**src/rtl/area_frame_accum_if.sv**
```systemverilog
// Stream bundle between the triangle-area stage, the frame accumulator and its consumer.
// The slave modport is the accumulator's view; master is the producer/consumer side.
interface area_frame_accum_if #(
  parameter int unsigned AREA_W = 26,
  parameter int unsigned ACC_W  = 32
) ();

  logic signed [AREA_W-1:0] area;
  logic                     area_vld;
  logic        [ACC_W-1:0]  sum_out;
  logic                     sum_vld;
  logic                     sum_rdy;
  logic                     sum_sat;

  modport slave (
    input  area,
    input  area_vld,
    input  sum_rdy,
    output sum_out,
    output sum_vld,
    output sum_sat
  );

  modport master (
    output area,
    output area_vld,
    output sum_rdy,
    input  sum_out,
    input  sum_vld,
    input  sum_sat
  );

endinterface

```
**src/rtl/area_frame_accum.sv**
```systemverilog
// Sums SAMPLES_PER_FRAME clamped segment areas into a saturating frame total and
// hands it to a one-deep valid/ready output register; counts frames and flags drops.
module area_frame_accum #(
  parameter int unsigned SAMPLES_PER_FRAME = 64,
  parameter int unsigned AREA_W            = 26,
  parameter int unsigned ACC_W             = 32
) (
  input  logic                 clk,
  input  logic                 rst,
  input  logic                 clr,
  area_frame_accum_if.slave    bus,
  output logic [15:0]          frame_cnt,
  output logic                 ovf_err
);

  localparam int unsigned CNT_W = (SAMPLES_PER_FRAME > 2) ? $clog2(SAMPLES_PER_FRAME) : 1;
  localparam logic [CNT_W-1:0] LastCnt = CNT_W'(SAMPLES_PER_FRAME - 1);

  // Accumulation phase is implied by the sample counter.
  localparam logic [0:0] StAccum = 1'b0;
  localparam logic [0:0] StLast  = 1'b1;

  // Output register occupancy, carried by sum_vld.
  localparam logic [0:0] StEmpty = 1'b0;
  localparam logic [0:0] StFull  = 1'b1;

  logic [ACC_W-1:0] acc_q, acc_d;
  logic [CNT_W-1:0] cnt_q, cnt_d;
  logic             acc_sat_q, acc_sat_d;
  logic [ACC_W-1:0] sum_out_q, sum_out_d;
  logic             sum_vld_q, sum_vld_d;
  logic             sum_sat_q, sum_sat_d;
  logic [15:0]      frame_cnt_q, frame_cnt_d;
  logic             ovf_err_q, ovf_err_d;

  logic [0:0]       phase;
  logic [0:0]       out_state;
  logic [ACC_W-1:0] area_cond;
  logic [ACC_W:0]   nxt_wide;
  logic             sat_now;
  logic [ACC_W-1:0] nxt;
  logic             accept;
  logic             complete;
  logic             out_free;
  logic             total_sat;

  assign phase     = (cnt_q == LastCnt) ? StLast : StAccum;
  assign out_state = sum_vld_q ? StFull : StEmpty;

  // Negative areas contribute nothing but still occupy a sample slot.
  assign area_cond = bus.area[AREA_W-1] ? '0 : ACC_W'($unsigned(bus.area));
  assign nxt_wide  = {1'b0, acc_q} + {1'b0, area_cond};
  assign sat_now   = nxt_wide[ACC_W];
  assign nxt       = sat_now ? '1 : nxt_wide[ACC_W-1:0];

  assign accept    = bus.area_vld & ~clr;
  assign complete  = accept & (phase == StLast);
  assign out_free  = (out_state == StEmpty) | bus.sum_rdy;
  assign total_sat = acc_sat_q | sat_now;

  always_comb begin
    acc_d     = acc_q;
    cnt_d     = cnt_q;
    acc_sat_d = acc_sat_q;
    if (clr) begin
      acc_d     = '0;
      cnt_d     = '0;
      acc_sat_d = 1'b0;
    end else if (bus.area_vld) begin
      if (phase == StLast) begin
        acc_d     = '0;
        cnt_d     = '0;
        acc_sat_d = 1'b0;
      end else begin
        acc_d     = nxt;
        cnt_d     = cnt_q + 1'b1;
        acc_sat_d = total_sat;
      end
    end
  end

  always_comb begin
    sum_out_d   = sum_out_q;
    sum_vld_d   = sum_vld_q;
    sum_sat_d   = sum_sat_q;
    frame_cnt_d = frame_cnt_q;
    ovf_err_d   = ovf_err_q;
    if (complete && out_free) begin
      sum_out_d   = nxt;
      sum_sat_d   = total_sat;
      sum_vld_d   = 1'b1;
      frame_cnt_d = frame_cnt_q + 16'd1;
    end else if ((out_state == StFull) && bus.sum_rdy) begin
      sum_vld_d = 1'b0;
    end
    // A finished frame with nowhere to go is lost; remember that until reset.
    if (complete && !out_free) begin
      ovf_err_d = 1'b1;
    end
  end

  always_ff @(posedge clk) begin
    if (!rst) begin
      acc_q       <= '0;
      cnt_q       <= '0;
      acc_sat_q   <= 1'b0;
      sum_out_q   <= '0;
      sum_vld_q   <= 1'b0;
      sum_sat_q   <= 1'b0;
      frame_cnt_q <= '0;
      ovf_err_q   <= 1'b0;
    end else begin
      acc_q       <= acc_d;
      cnt_q       <= cnt_d;
      acc_sat_q   <= acc_sat_d;
      sum_out_q   <= sum_out_d;
      sum_vld_q   <= sum_vld_d;
      sum_sat_q   <= sum_sat_d;
      frame_cnt_q <= frame_cnt_d;
      ovf_err_q   <= ovf_err_d;
    end
  end

  assign bus.sum_out = sum_out_q;
  assign bus.sum_vld = sum_vld_q;
  assign bus.sum_sat = sum_sat_q;
  assign frame_cnt   = frame_cnt_q;
  assign ovf_err     = ovf_err_q;

endmodule

```
**src/flat_wrapper.sv**
```systemverilog
// flat-port wrapper written by rule: the top's interface ports become plain ports
module area_frame_accum_flat 
#(
  parameter int unsigned SAMPLES_PER_FRAME = 64,
  parameter int unsigned AREA_W            = 26,
  parameter int unsigned ACC_W             = 32
)
  (clk, rst, clr, frame_cnt, ovf_err, bus_area, bus_area_vld, bus_sum_rdy, bus_sum_out, bus_sum_vld, bus_sum_sat);
  area_frame_accum_if #(.AREA_W(AREA_W), .ACC_W(ACC_W)) bus_i ();
  input  logic clk;
  input  logic rst;
  input  logic clr;
  output logic [15:0] frame_cnt;
  output logic ovf_err;
  input wire logic [$bits(bus_i.area)-1:0] bus_area;
  input wire logic [$bits(bus_i.area_vld)-1:0] bus_area_vld;
  input wire logic [$bits(bus_i.sum_rdy)-1:0] bus_sum_rdy;
  output wire logic [$bits(bus_i.sum_out)-1:0] bus_sum_out;
  output wire logic [$bits(bus_i.sum_vld)-1:0] bus_sum_vld;
  output wire logic [$bits(bus_i.sum_sat)-1:0] bus_sum_sat;
  assign bus_i.area = bus_area;
  assign bus_i.area_vld = bus_area_vld;
  assign bus_i.sum_rdy = bus_sum_rdy;
  assign bus_sum_out = bus_i.sum_out;
  assign bus_sum_vld = bus_i.sum_vld;
  assign bus_sum_sat = bus_i.sum_sat;
  area_frame_accum #(.SAMPLES_PER_FRAME(SAMPLES_PER_FRAME), .AREA_W(AREA_W), .ACC_W(ACC_W)) u_core (.clk(clk), .rst(rst), .clr(clr), .bus(bus_i), .frame_cnt(frame_cnt), .ovf_err(ovf_err));
endmodule
```
**config.mk**
```make
export PLATFORM = sky130hd
export DESIGN_NAME = area_frame_accum_flat
export DESIGN_NICKNAME = d
export VERILOG_FILES = /design/src/rtl/area_frame_accum_if.sv /design/src/rtl/area_frame_accum.sv /design/src/flat_wrapper.sv
export SDC_FILE = /design/constraint.sdc
export NUM_CORES = 1
export LEC_CHECK = 0
export ABC_AREA = 0
export BUFFER_PORTS_ARGS = -buffer_cell sky130_fd_sc_hd__buf_2
export CORE_MARGIN = 10
export CORE_UTILIZATION = 50
export DETAILED_ROUTE_END_ITERATION = 8
export PLACE_DENSITY = 0.76
export SETUP_SLACK_MARGIN = 0.15
export SYNTH_ARGS = -nofsm -noshare
export SYNTH_HDL_FRONTEND = slang
export SYNTH_SLANG_ARGS = --single-unit
```
**constraint.sdc**
```tcl
create_clock -name clk -period 5.35 [get_ports clk]
set_clock_uncertainty 0.1 [all_clocks]
set_input_delay 1.07 -clock clk [delete_from_list [all_inputs] [get_ports clk]]
set_output_delay 1.07 -clock clk [all_outputs]
set_load 0.005 [all_outputs]
```
==> summary.md, run 1 <==
| Metric | Value |
|---|---|
| Largest family of logic cells by synthesized area | `simple AND/OR/NAND/NOR gates` |
| Slew @ Worst Pin | `1282 ps` |
| Final period util | `78.52%` |
| Pint | `947.4 µW` |
| Height of the chip | `121.4 µm` |
| Final setup viols | `0` |
| Post-synth top flop | `dfxtp_1` |
| Die area | `14740 µm²` |
| Required time of the worst setup path | `5510 ps` |
| Crit Path Max Fanout | `25` |
| Compound-cell area share of the yosys netlist | `23.14%` |
| Unrepaired setup endpoints after global routing | `false` |
| Synth async-reset ratio | `0%` |
| Dpl hpwl | `10110 µm` |
| Synth warnings | `0` |
| Overflow after GRT | `0` |
| H-tree depth | `3` |
| Routed WL | `13670 µm` |
| Post-synth EDFFs | `0` |
| Port buffer count | `81` |
| Critical Path AT | `4370 ps` |
| Final Hold Viols | `0` |
| Largest net degree at the start of global routing | `57` |
| Initial antenna violation count | `0` |
| Syn Inst Count | `644` |
| Top area cells in the synthesized netlist | `dfxtp_1 35%, ha_1 6.6%, nor2_1 5.4%` |
| Diode count | `0` |
| Worst-Skew Late Latency | `370 ps` |
| Kind of end point of the critical path | `flip-flop` |
| Slew Limit Fails | `0` |
| Pwr dens | `225.0 nW/µm²` |
| Postcts setup bufs | `0` |
| CP Class | `in2reg` |
| F_max | `238.1 MHz` |
| Die W | `121.4 µm` |
| Clock Path Buffers | `2` |
| Maximum VDD drop | `0.0001122 V` |
| Hold crit path type | `reg2reg` |
| Drt pass-1 iters | `5` |
| Simple-Gate Fraction of Synth Area | `24.09%` |
| Core ar. | `9910 µm²` |
| CTS tree | `built` |
| Yosys top cell area share | `35.05%` |
| Nets | `766` |
| Drt wl/cell | `16.20 µm` |
| Mapped Avg Cell Area | `7.983 µm²` |
| Post_cts resized | `0` |
| Static Leak | `0.002482 µW` |
| Sequential share of the synthesized area | `35.05%` |
| Vias in the first global route | `4762` |
| Hold buffer count at cts | `0` |
| Layout cells sized above 1 | `16.32%` |
| Clk sink count | `90` |
| Gr usage total | `18.33%` |
| Seq cells post-synth | `90` |
| P_sw | `357.3 µW` |
| Post-Synth XOR/XNOR Area | `6.303%` |
| Area growth, synth to finish | `12.78%` |
| Clock network power share | `37.2%` |
| DR vias/cell | `5.756` |
| Syn_nets | `703` |
| Cts bufs inserted | `9` |
| Post-synth cell types | `65` |
| Antenna Violating Nets Remaining | `0` |
| Starting DRT DRC Count | `378` |
| Net Sw Frac | `27.39%` |
| Row count | `36` |
| Tot Pwr | `1305 µW` |
| DRC Markers | `0` |
| Max Cap Viol | `0` |
| Combinational fraction of design power | `10.7%` |
| Period minus WS final | `4201 ps` |
| Mapped Area | `5141 µm²` |
| Root Buffer | `clkbuf_8` |
| Post-synthesis mux area share | `0.5841%` |
| Sum Neg Setup Slack | `0 ps` |
| Seq pwr share | `52.1%` |
| First-pass GRT wire length | `22780 µm` |
| GPL Wtd Cong | `0.9772` |
| IO Pins | `82` |
| Rel. slew slack | `14.21%` |
| Via count | `4858` |
| Reg clk slew, reported paths | `100 ps` |
| Initial core utilization | `51.88%` |
| Status | `finished clean` |
| Post-Synth Adder-Cell Area | `6.960%` |
| Area leader, netlist | `dfxtp_1` |
| CP Launch Type | `input pin` |
==> through the flow <==
stage               area [µm²]  util [%]  hold WS [ps]  instances  setup WS (ps)
floorplan                 5141         -         331.5        644           1417
global placement          5600     56.52         346.9        829          901.0
detailed placement        5600     56.52         354.8        829          766.4
CTS                       5798     58.51         365.4        844           1152
global route              5798     58.51         387.9        844          885.9
finish                    5798     58.51         370.0        844           1149
==> flip-flops by register name (all words and copies together) (netlist names) <==
name / count
u_core.frame_cnt: 16
u_core.acc_sat_q: 1
u_core.bus.sum_vld: 1
u_core.ovf_err: 1
u_core.acc_q: 32
u_core.cnt_q: 6
u_core.bus.sum_sat: 1
u_core.bus.sum_out: 32
==> critical path, stage by stage <==
cell and delay, ps:
buf_2 400, nor2b_1 100, ha_1 230, fa_1 420, a211oi_1 250, o21bai_1 190, o2111ai_2 230, nand3_2 130
a311oi_4 500, or3_4 390, nor2_2 130, a221o_1 300
==> cells in the mapped netlist, drive strengths merged (2+ instances only) <==
master   instances
nand3           15
a21o             6
nand2           61
inv             12
and2             4
a31oi           12
xnor2           18
clkbuf          24
a21oi           55
and4             3
o21bai           4
a211oi          10
a22oi            3
nor2            75
o211ai           6
o22ai            5
a21boi           2
a211o            6
o21ai           58
a311oi           2
nor4             4
ha              27
nor3            18
nand2b           3
or2              4
nand4            7
nor2b           35
a221o            4
o211a            2
and3             3
nor3b            3
o21a             6
o2111ai          3
xor2            19
mux2i            3
buf             10
dfxtp           90
or3             12
==> per-layer routing <==
layer / track usage (%) / part of all wire (%)
met2: 29.91 / 46
met5: 0 / 0
met1: 23.22 / 45
met3: 5.119 / 7.5
met4: 4.769 / 0.89
==> cell usage in the layout (no fill, tap or decap), types with 14 or more instances in the layout <==
master,count
a21oi_1,54
buf_2,81
dfxtp_1,90
ha_1,27
nand2_1,61
nand3_1,14
nor2_1,74
nor2b_1,35
nor3_1,17
o21ai_0,53
xnor2_1,18
xor2_1,19
==> power groups by stage <==
stage	sequential, µW	combinational, µW	clock, µW
2_1_floorplan	694	101	0
3_3_place_gp	695	133	0
4_1_cts	679	139	493
5_1_grt	680	155	519
6_report	680	140	485
3_5_place_dp	695	137	0
==> worst paths after layout <==
kind / cells after the start / slack [ps] / startpoint / end
worst max register to register: 10 / 2040 / u_core.acc_q[0] / u_core.acc_q[22]
worst min register to register: 2 / 370 / u_core.acc_sat_q / u_core.bus.sum_sat
worst min-delay path: 2 / 370 / u_core.acc_sat_q / u_core.bus.sum_sat
worst max-delay path: 12 / 1150 / bus_area[25] / u_core.acc_q[22]
==> logic make-up (layout without fill, tap and decap cells) <==
group / after synthesis / after routing
compound gates: 189 / 189
xor+xnor: 37 / 37
fa+ha+maj: 28 / 28
buf+inv: 47 / 114
flops: 90 / 90
mux: 3 / 3
simple gates: 250 / 250
==> cell type report <==
| class | instances | area [µm²] |
|---|---|---|
| inverter | 13 | 48.80 |
| clock inverter | 6 | 73.82 |
| sequential | 90 | 1802 |
| fill | 942 | 4111 |
| multi-input combinational | 507 | 3141 |
| tap | 133 | 166.4 |
| clock buffer | 9 | 123.9 |
| timing repair buffer | 86 | 442.9 |
Note: power is estimated with default switching activity, not from simulation.
==> run 2: changes to the inputs <==
--- a/config.mk
+++ b/config.mk
@@ -10,7 +10,7 @@
 export CORE_MARGIN = 10
 export CORE_UTILIZATION = 50
 export DETAILED_ROUTE_END_ITERATION = 8
-export PLACE_DENSITY = 0.76
+export PLACE_DENSITY = 0.79
 export SETUP_SLACK_MARGIN = 0.15
 export SYNTH_ARGS = -nofsm -noshare
 export SYNTH_HDL_FRONTEND = slang
==> constraint.sdc (replaced) <==
create_clock -name clk -period 3.6 [get_ports clk]
set_clock_uncertainty 0.1 [all_clocks]
set_input_delay 0.72 -clock clk [delete_from_list [all_inputs] [get_ports clk]]
set_output_delay 0.72 -clock clk [all_outputs]
set_load 0.005 [all_outputs]
==> summary.md, run 2 (synthesis results as in run 1) <==
| Metric | Value |
|---|---|
| Status | `finished clean` |
| Crit Path Max Fanout | `3 (-88%)` |
| Drt wl/cell | `16.81 µm (+3.8%)` |
| Unrepaired setup endpoints after global routing | `false` |
| Drt pass-1 iters | `7 (+2)` |
| Fin Hold WS | `367.3 ps (-2.672 ps)` |
| Core ar. | `9910 µm² (unchanged)` |
| H-tree depth | `3 (unchanged)` |
| Hold buffer count at cts | `0 (unchanged)` |
| Die W | `121.4 µm (unchanged)` |
| Vias in the first global route | `5050 (+6.0%)` |
| Antenna Violating Nets Remaining | `0 (unchanged)` |
| Clock Path Buffers | `2 (unchanged)` |
| CP Launch Type | `input pin` |
| Nets | `785 (+2.5%)` |
| Pwr dens | `327.5 nW/µm² (+46%)` |
| F_max | `316.5 MHz` |
| Static Leak | `0.002600 µW (+4.8%)` |
| Commonest non-fill, non-tap cell in the layout | `dfxtp_1` |
| Fill count | `894 (-5.1%)` |
| DR top layer | `met4` |
| Initial core utilization | `51.88% (unchanged)` |
| WL met1 | `6263 µm (+0.74%)` |
| Area growth, synth to finish | `16.31%` |
| Dpl hpwl | `10930 µm (+8.1%)` |
| Final core occ | `60.34% (+1.8 points)` |
| DR WL met3 | `1123 µm (+9.8%)` |
| Rel. slew slack | `48.06% (+34 points)` |
| Required time of the worst setup path | `3750 ps (-1760 ps)` |
| Final period util | `87.77%` |
| Final setup viols | `0 (unchanged)` |
| Multi-input logic area | `3141 µm² (unchanged)` |
| Final Hold Viols | `0 (unchanged)` |
| IO Pins | `82 (unchanged)` |
| Postcts setup bufs | `0 (unchanged)` |
| Most frequent cells in the layout | `90 x dfxtp_1, 81 x buf_2, 74 x nor2_1, 61 x nand2_1, 54 x a21oi_1` |
| Height of the chip | `121.4 µm (unchanged)` |
| Starting DRT DRC Count | `276 (-27%)` |
| Met2 wire length | `6851 µm (+8.6%)` |
| Placed Instances | `848 (+2.3%)` |
| Layout cells sized above 1 | `18.60% (+2.3 points)` |
| Cts bufs inserted | `9 (unchanged)` |
| Diode count | `0 (unchanged)` |
| GPL Wtd Cong | `0.9159 (-6.3%)` |
| First-pass GRT wire length | `24050 µm (+5.6%)` |
| Non-filler cells, final | `864 (+2.4%)` |
| Kind of end point of the critical path | `flip-flop` |
| Critical Path AT | `3310 ps (-1060 ps)` |
| DRC Markers | `0 (unchanged)` |
| Routed WL | `14530 µm (+6.3%)` |
| Maximum VDD drop | `0.0001688 V (+50%)` |
| Overflow after GRT | `0 (unchanged)` |
| Slew @ Worst Pin | `779.1 ps (-503.0 ps)` |
| Root Buffer | `clkbuf_8` |
| CP Class | `in2reg` |
| Hold crit path type | `reg2reg` |
| Die area | `14740 µm² (unchanged)` |
| Gr usage total | `19.86% (+1.5 points)` |
| Initial antenna violation count | `0 (unchanged)` |
| DR vias/cell | `5.751 (about the same)` |
| Post_cts resized | `0 (unchanged)` |
| Largest net degree at the start of global routing | `57 (unchanged)` |
| Via count | `4969 (+2.3%)` |
| Register area | `1802 µm² (unchanged)` |
| Period minus WS final | `3160 ps` |
| Slew Limit Fails | `0 (unchanged)` |
| Max Cap Viol | `0 (unchanged)` |
| CTS tree | `built` |
| Port buffer count | `81 (unchanged)` |
| Worst-Skew Late Latency | `390 ps (+20 ps)` |
| Sum Neg Setup Slack | `0 ps (unchanged)` |
| Reg clk slew, reported paths | `90 ps (about the same)` |
| Row count | `36 (unchanged)` |
| Clk sink count | `90 (unchanged)` |
## run 2: changes by cell type in the layout (fill, tap and decap cells not counted), sizes merged
cell / before / now
buf: 86 / 105
clkinvlp: 2 / 0
clkinv: 1 / 4
## run 2: critical path: stages
cell and delay [ps]:
buf_2 110, nor2b_1 120, ha_1 210, fa_1 390, a211oi_1 260, o21bai_1 170
buf_4 170, o211ai_1 210, a211oi_1 100, or2_2 310, a21oi_1 200, xnor2_1 190
o211ai_1 140
## run 2: path summary, 6_finish.rpt
check,slack (ps),to,cells after the start,startpoint
setup / recovery,440,u_core.acc_q[24],13,bus_area[0]
hold reg to reg,370,u_core.acc_q[23],2,u_core.acc_q[23]
hold / removal,370,u_core.acc_q[23],2,u_core.acc_q[23]
setup reg to reg,650,u_core.acc_q[24],11,u_core.acc_q[0]
## run 2: metrics by stage
step | area, µm² | setup WS (ps) | power [µW]
floorplan | 5142 | 176.9 | 1181
global placement | 5781 | 159.7 | 1246
detailed placement | 5781 | 68.90 | 1251
finish | 5979 | 440.1 | 1958
global route | 5979 | 209.5 | 2023
CTS | 5979 | 455.8 | 1961
## run 2: layout make-up
| cell class | count | area share, % |
|---|---|---|
| clock buffer | 9 | 2.072 |
| clock inverter | 7 | 1.255 |
| inverter | 13 | 0.8161 |
| multi-input combinational | 507 | 52.52 |
| sequential | 90 | 30.13 |
| tap | 133 | 2.783 |
| timing repair buffer | 105 | 10.42 |
## run 2: where the power goes
group | switching (µW) | leakage [µW] | internal, µW
sequential | 5.97 | 0.000726 | 1000
combinational | 135 | 0.00177 | 86.7
clock | 400 | 0.000104 | 327
## run 2: metal layers
| layer | vias to the layer above | global-route usage [%] |
|---|---|---|
| met5 | - | 0 |
| met4 | 0 | 7.675 |
| met3 | 23 | 5.258 |
| met2 | 170 | 33.15 |
| met1 | 2329 | 23.76 |
| li1 | 2447 | - |
==> run 3: changes to the inputs <==
--- a/config.mk
+++ b/config.mk
@@ -9,8 +9,9 @@
 export BUFFER_PORTS_ARGS = -buffer_cell sky130_fd_sc_hd__buf_2
 export CORE_MARGIN = 10
 export CORE_UTILIZATION = 50
+export CTS_CLUSTER_DIAMETER = 80
 export DETAILED_ROUTE_END_ITERATION = 8
-export PLACE_DENSITY = 0.79
+export PLACE_DENSITY = 0.72
 export SETUP_SLACK_MARGIN = 0.15
 export SYNTH_ARGS = -nofsm -noshare
 export SYNTH_HDL_FRONTEND = slang
==> constraint.sdc (replaced) <==
create_clock -name clk -period 3.75 [get_ports clk]
set_clock_uncertainty 0.1 [all_clocks]
set_input_delay 0.75 -clock clk [delete_from_list [all_inputs] [get_ports clk]]
set_output_delay 0.75 -clock clk [all_outputs]
set_load 0.005 [all_outputs]
==> summary.md, run 3 (synthesis results as in run 1) <==
| Metric | Value |
|---|---|
| Status | `finished clean` |
| Root Buffer | `clkbuf_8` |
| Fill count | `896 (+0.22%)` |
| Final setup viols | `0 (unchanged)` |
| First-pass GRT wire length | `23630 µm (-1.8%)` |
| Critical Path AT | `3590 ps (+280 ps)` |
| Setup Slack @ Placement | `14.43 ps (-54.47 ps)` |
| Commonest non-fill, non-tap cell in the layout | `dfxtp_1` |
| Final period util | `90.30%` |
| Pwr dens | `300.7 nW/µm² (-8.2%)` |
| Area growth, synth to finish | `18.30%` |
| Drt pass-1 iters | `5 (-2)` |
| Gr busiest metal | `met2` |
| Met1 usage | `23.78% (about the same)` |
| Worst-Skew Late Latency | `380 ps (about the same)` |
| Initial antenna violation count | `0 (unchanged)` |
| Hold crit path type | `reg2reg` |
| Required time of the worst setup path | `3950 ps (+200 ps)` |
| Slew @ Worst Pin | `1030 ps (+251.0 ps)` |
| Unrepaired setup endpoints after global routing | `false` |
| Kind of end point of the critical path | `flip-flop` |
| F_max | `295.3 MHz` |
| Diode count | `0 (unchanged)` |
| Height of the chip | `121.4 µm (unchanged)` |
| Cts bufs inserted | `9 (unchanged)` |
| CP max stage delay | `790 ps (+400 ps)` |
| H-tree depth | `3 (unchanged)` |
| M2 GR Usage | `33.02% (-0.14 points)` |
| Drt wl/cell | `16.16 µm (-3.9%)` |
| Routed WL | `14290 µm (-1.6%)` |
| CP Cell Sequence | `buf_2 > buf_12 > nor2b_1 > ha_1 > and2_1 > nand3_1 > nand2_1 > a2bb2oi_1 > buf_4 > a311oi_4 > nor3_2 > buf_4 > nor2_1 > a211oi_1` |
| Routing usage on met3 | `5.165% (-0.093 points)` |
| Starting DRT DRC Count | `324 (+17%)` |
| Dpl hpwl | `10790 µm (-1.2%)` |
| Hold buffer count at cts | `0 (unchanged)` |
| Die area | `14740 µm² (unchanged)` |
| Static Leak | `0.002680 µW (+3.1%)` |
| Critical-path top delay cell | `nor3_2` |
| Final Hold Viols | `0 (unchanged)` |
| IO Pins | `82 (unchanged)` |
| Clock Path Buffers | `2 (unchanged)` |
| Slew Limit Fails | `0 (unchanged)` |
| CP Class | `in2reg` |
| Largest net degree at the start of global routing | `57 (unchanged)` |
| Initial core utilization | `51.88% (unchanged)` |
| PnR worst setup slack | `363.8 ps (-76.31 ps)` |
| Nets | `805 (+2.5%)` |
| Gr usage total | `19.52% (-0.33 points)` |
| Max Cap Viol | `0 (unchanged)` |
| Via count | `5012 (+0.87%)` |
| Sum Neg Setup Slack | `0 ps (unchanged)` |
| Layout cells sized above 1 | `20.64% (+2.0 points)` |
| Die W | `121.4 µm (unchanged)` |
| Vias in the first global route | `4913 (-2.7%)` |
| DRC Markers | `0 (unchanged)` |
| Overflow after GRT | `0 (unchanged)` |
| Maximum VDD drop | `0.0001845 V (+9.3%)` |
| GPL Wtd Cong | `0.9682 (+5.7%)` |
| CTS tree | `built` |
| DR vias/cell | `5.670 (-1.4%)` |
| Period minus WS final | `3386 ps` |
| Row count | `36 (unchanged)` |
| Clk sink count | `90 (unchanged)` |
| Most frequent cells in the layout | `90 x dfxtp_1, 81 x buf_2, 74 x nor2_1, 61 x nand2_1, 54 x a21oi_1` |
| CP Launch Type | `input pin` |
| Port buffer count | `81 (unchanged)` |
| Antenna Violating Nets Remaining | `0 (unchanged)` |
| Most numerous cell on the critical path | `buf_4` |
| Reg clk slew, reported paths | `90 ps (about the same)` |
| Rel. slew slack | `30.96% (-17 points)` |
| Core ar. | `9910 µm² (unchanged)` |
| Crit Path Max Fanout | `18 (+15)` |
| Postcts setup bufs | `0 (unchanged)` |
| Post_cts resized | `0 (unchanged)` |
==> run 3: cell types whose count changed in the layout (fill, tap and decap cells not counted), sizes merged <==
cell | previous run | this run
buf | 105 | 125
bufinv | 1 | 0
clkbuf | 9 | 10
==> run 3: cell type report <==
class / instances / area [µm²] / area share (%)
Clock buffer: 10 / 127.6 / 2.098
Multi-Input combinational cell: 507 / 3141 / 51.64
Timing Repair Buffer: 125 / 748.2 / 12.30
Inverter: 13 / 48.80 / 0.8023
Clock inverter: 6 / 48.80 / 0.8023
Sequential cell: 90 / 1802 / 29.62
Tap cell: 133 / 166.4 / 2.736
==> run 3: layer usage <==
metal | wire length, µm | share of wire (%)
met1 | 6365 | 45
met2 | 6825 | 48
met3 | 906 | 6.3
met4 | 190 | 1.3
met5 | 0 | 0
==> run 3: final timing paths <==
| check | slack (ps) | cells after the start | end | start |
|---|---|---|---|---|
| setup / recovery | 360 | 14 | u_core.bus.sum_out[21] | bus_area[25] |
| hold / removal | 370 | 2 | u_core.bus.sum_sat | u_core.acc_sat_q |
| setup reg to reg | 720 | 11 | u_core.acc_q[25] | u_core.acc_q[0] |
| hold reg to reg | 370 | 2 | u_core.bus.sum_sat | u_core.acc_sat_q |
==> run 3: worst max-delay path: cells and delay by family <==
family,cells,cell delay [ps]
AO/OA/AOI/OAI,3,460
adder cells (fa/ha/maj),1,380
buffers and inverters,4,690
AND/OR/NAND/NOR,6,1280
==> run 3: power breakdown <==
part / total [µW] / internal (µW) / leakage [µW] / switching, µW
clock network: 631 / 250 / 0.0000916 / 382
registers: 969 / 964 / 0.000726 / 5.68
logic: 228 / 96.0 / 0.00186 / 132
total: 1830 / 1310 / 0.00268 / 519
==> run 3: through the flow <==
stage / utilization [%] / instances / power [µW] / hold WS, ps / instance area, µm²
CTS: 61.38 / 884 / 1840 / 367.6 / 6082
detailed placement: 59.60 / 868 / 1217 / 354.5 / 5906
global placement: 59.60 / 868 / 1212 / 345.6 / 5906
global route: 61.38 / 884 / 1915 / 385.4 / 6082
finish: 61.38 / 884 / 1829 / 369.0 / 6082
floorplan: - / 644 / 1134 / 331.5 / 5141
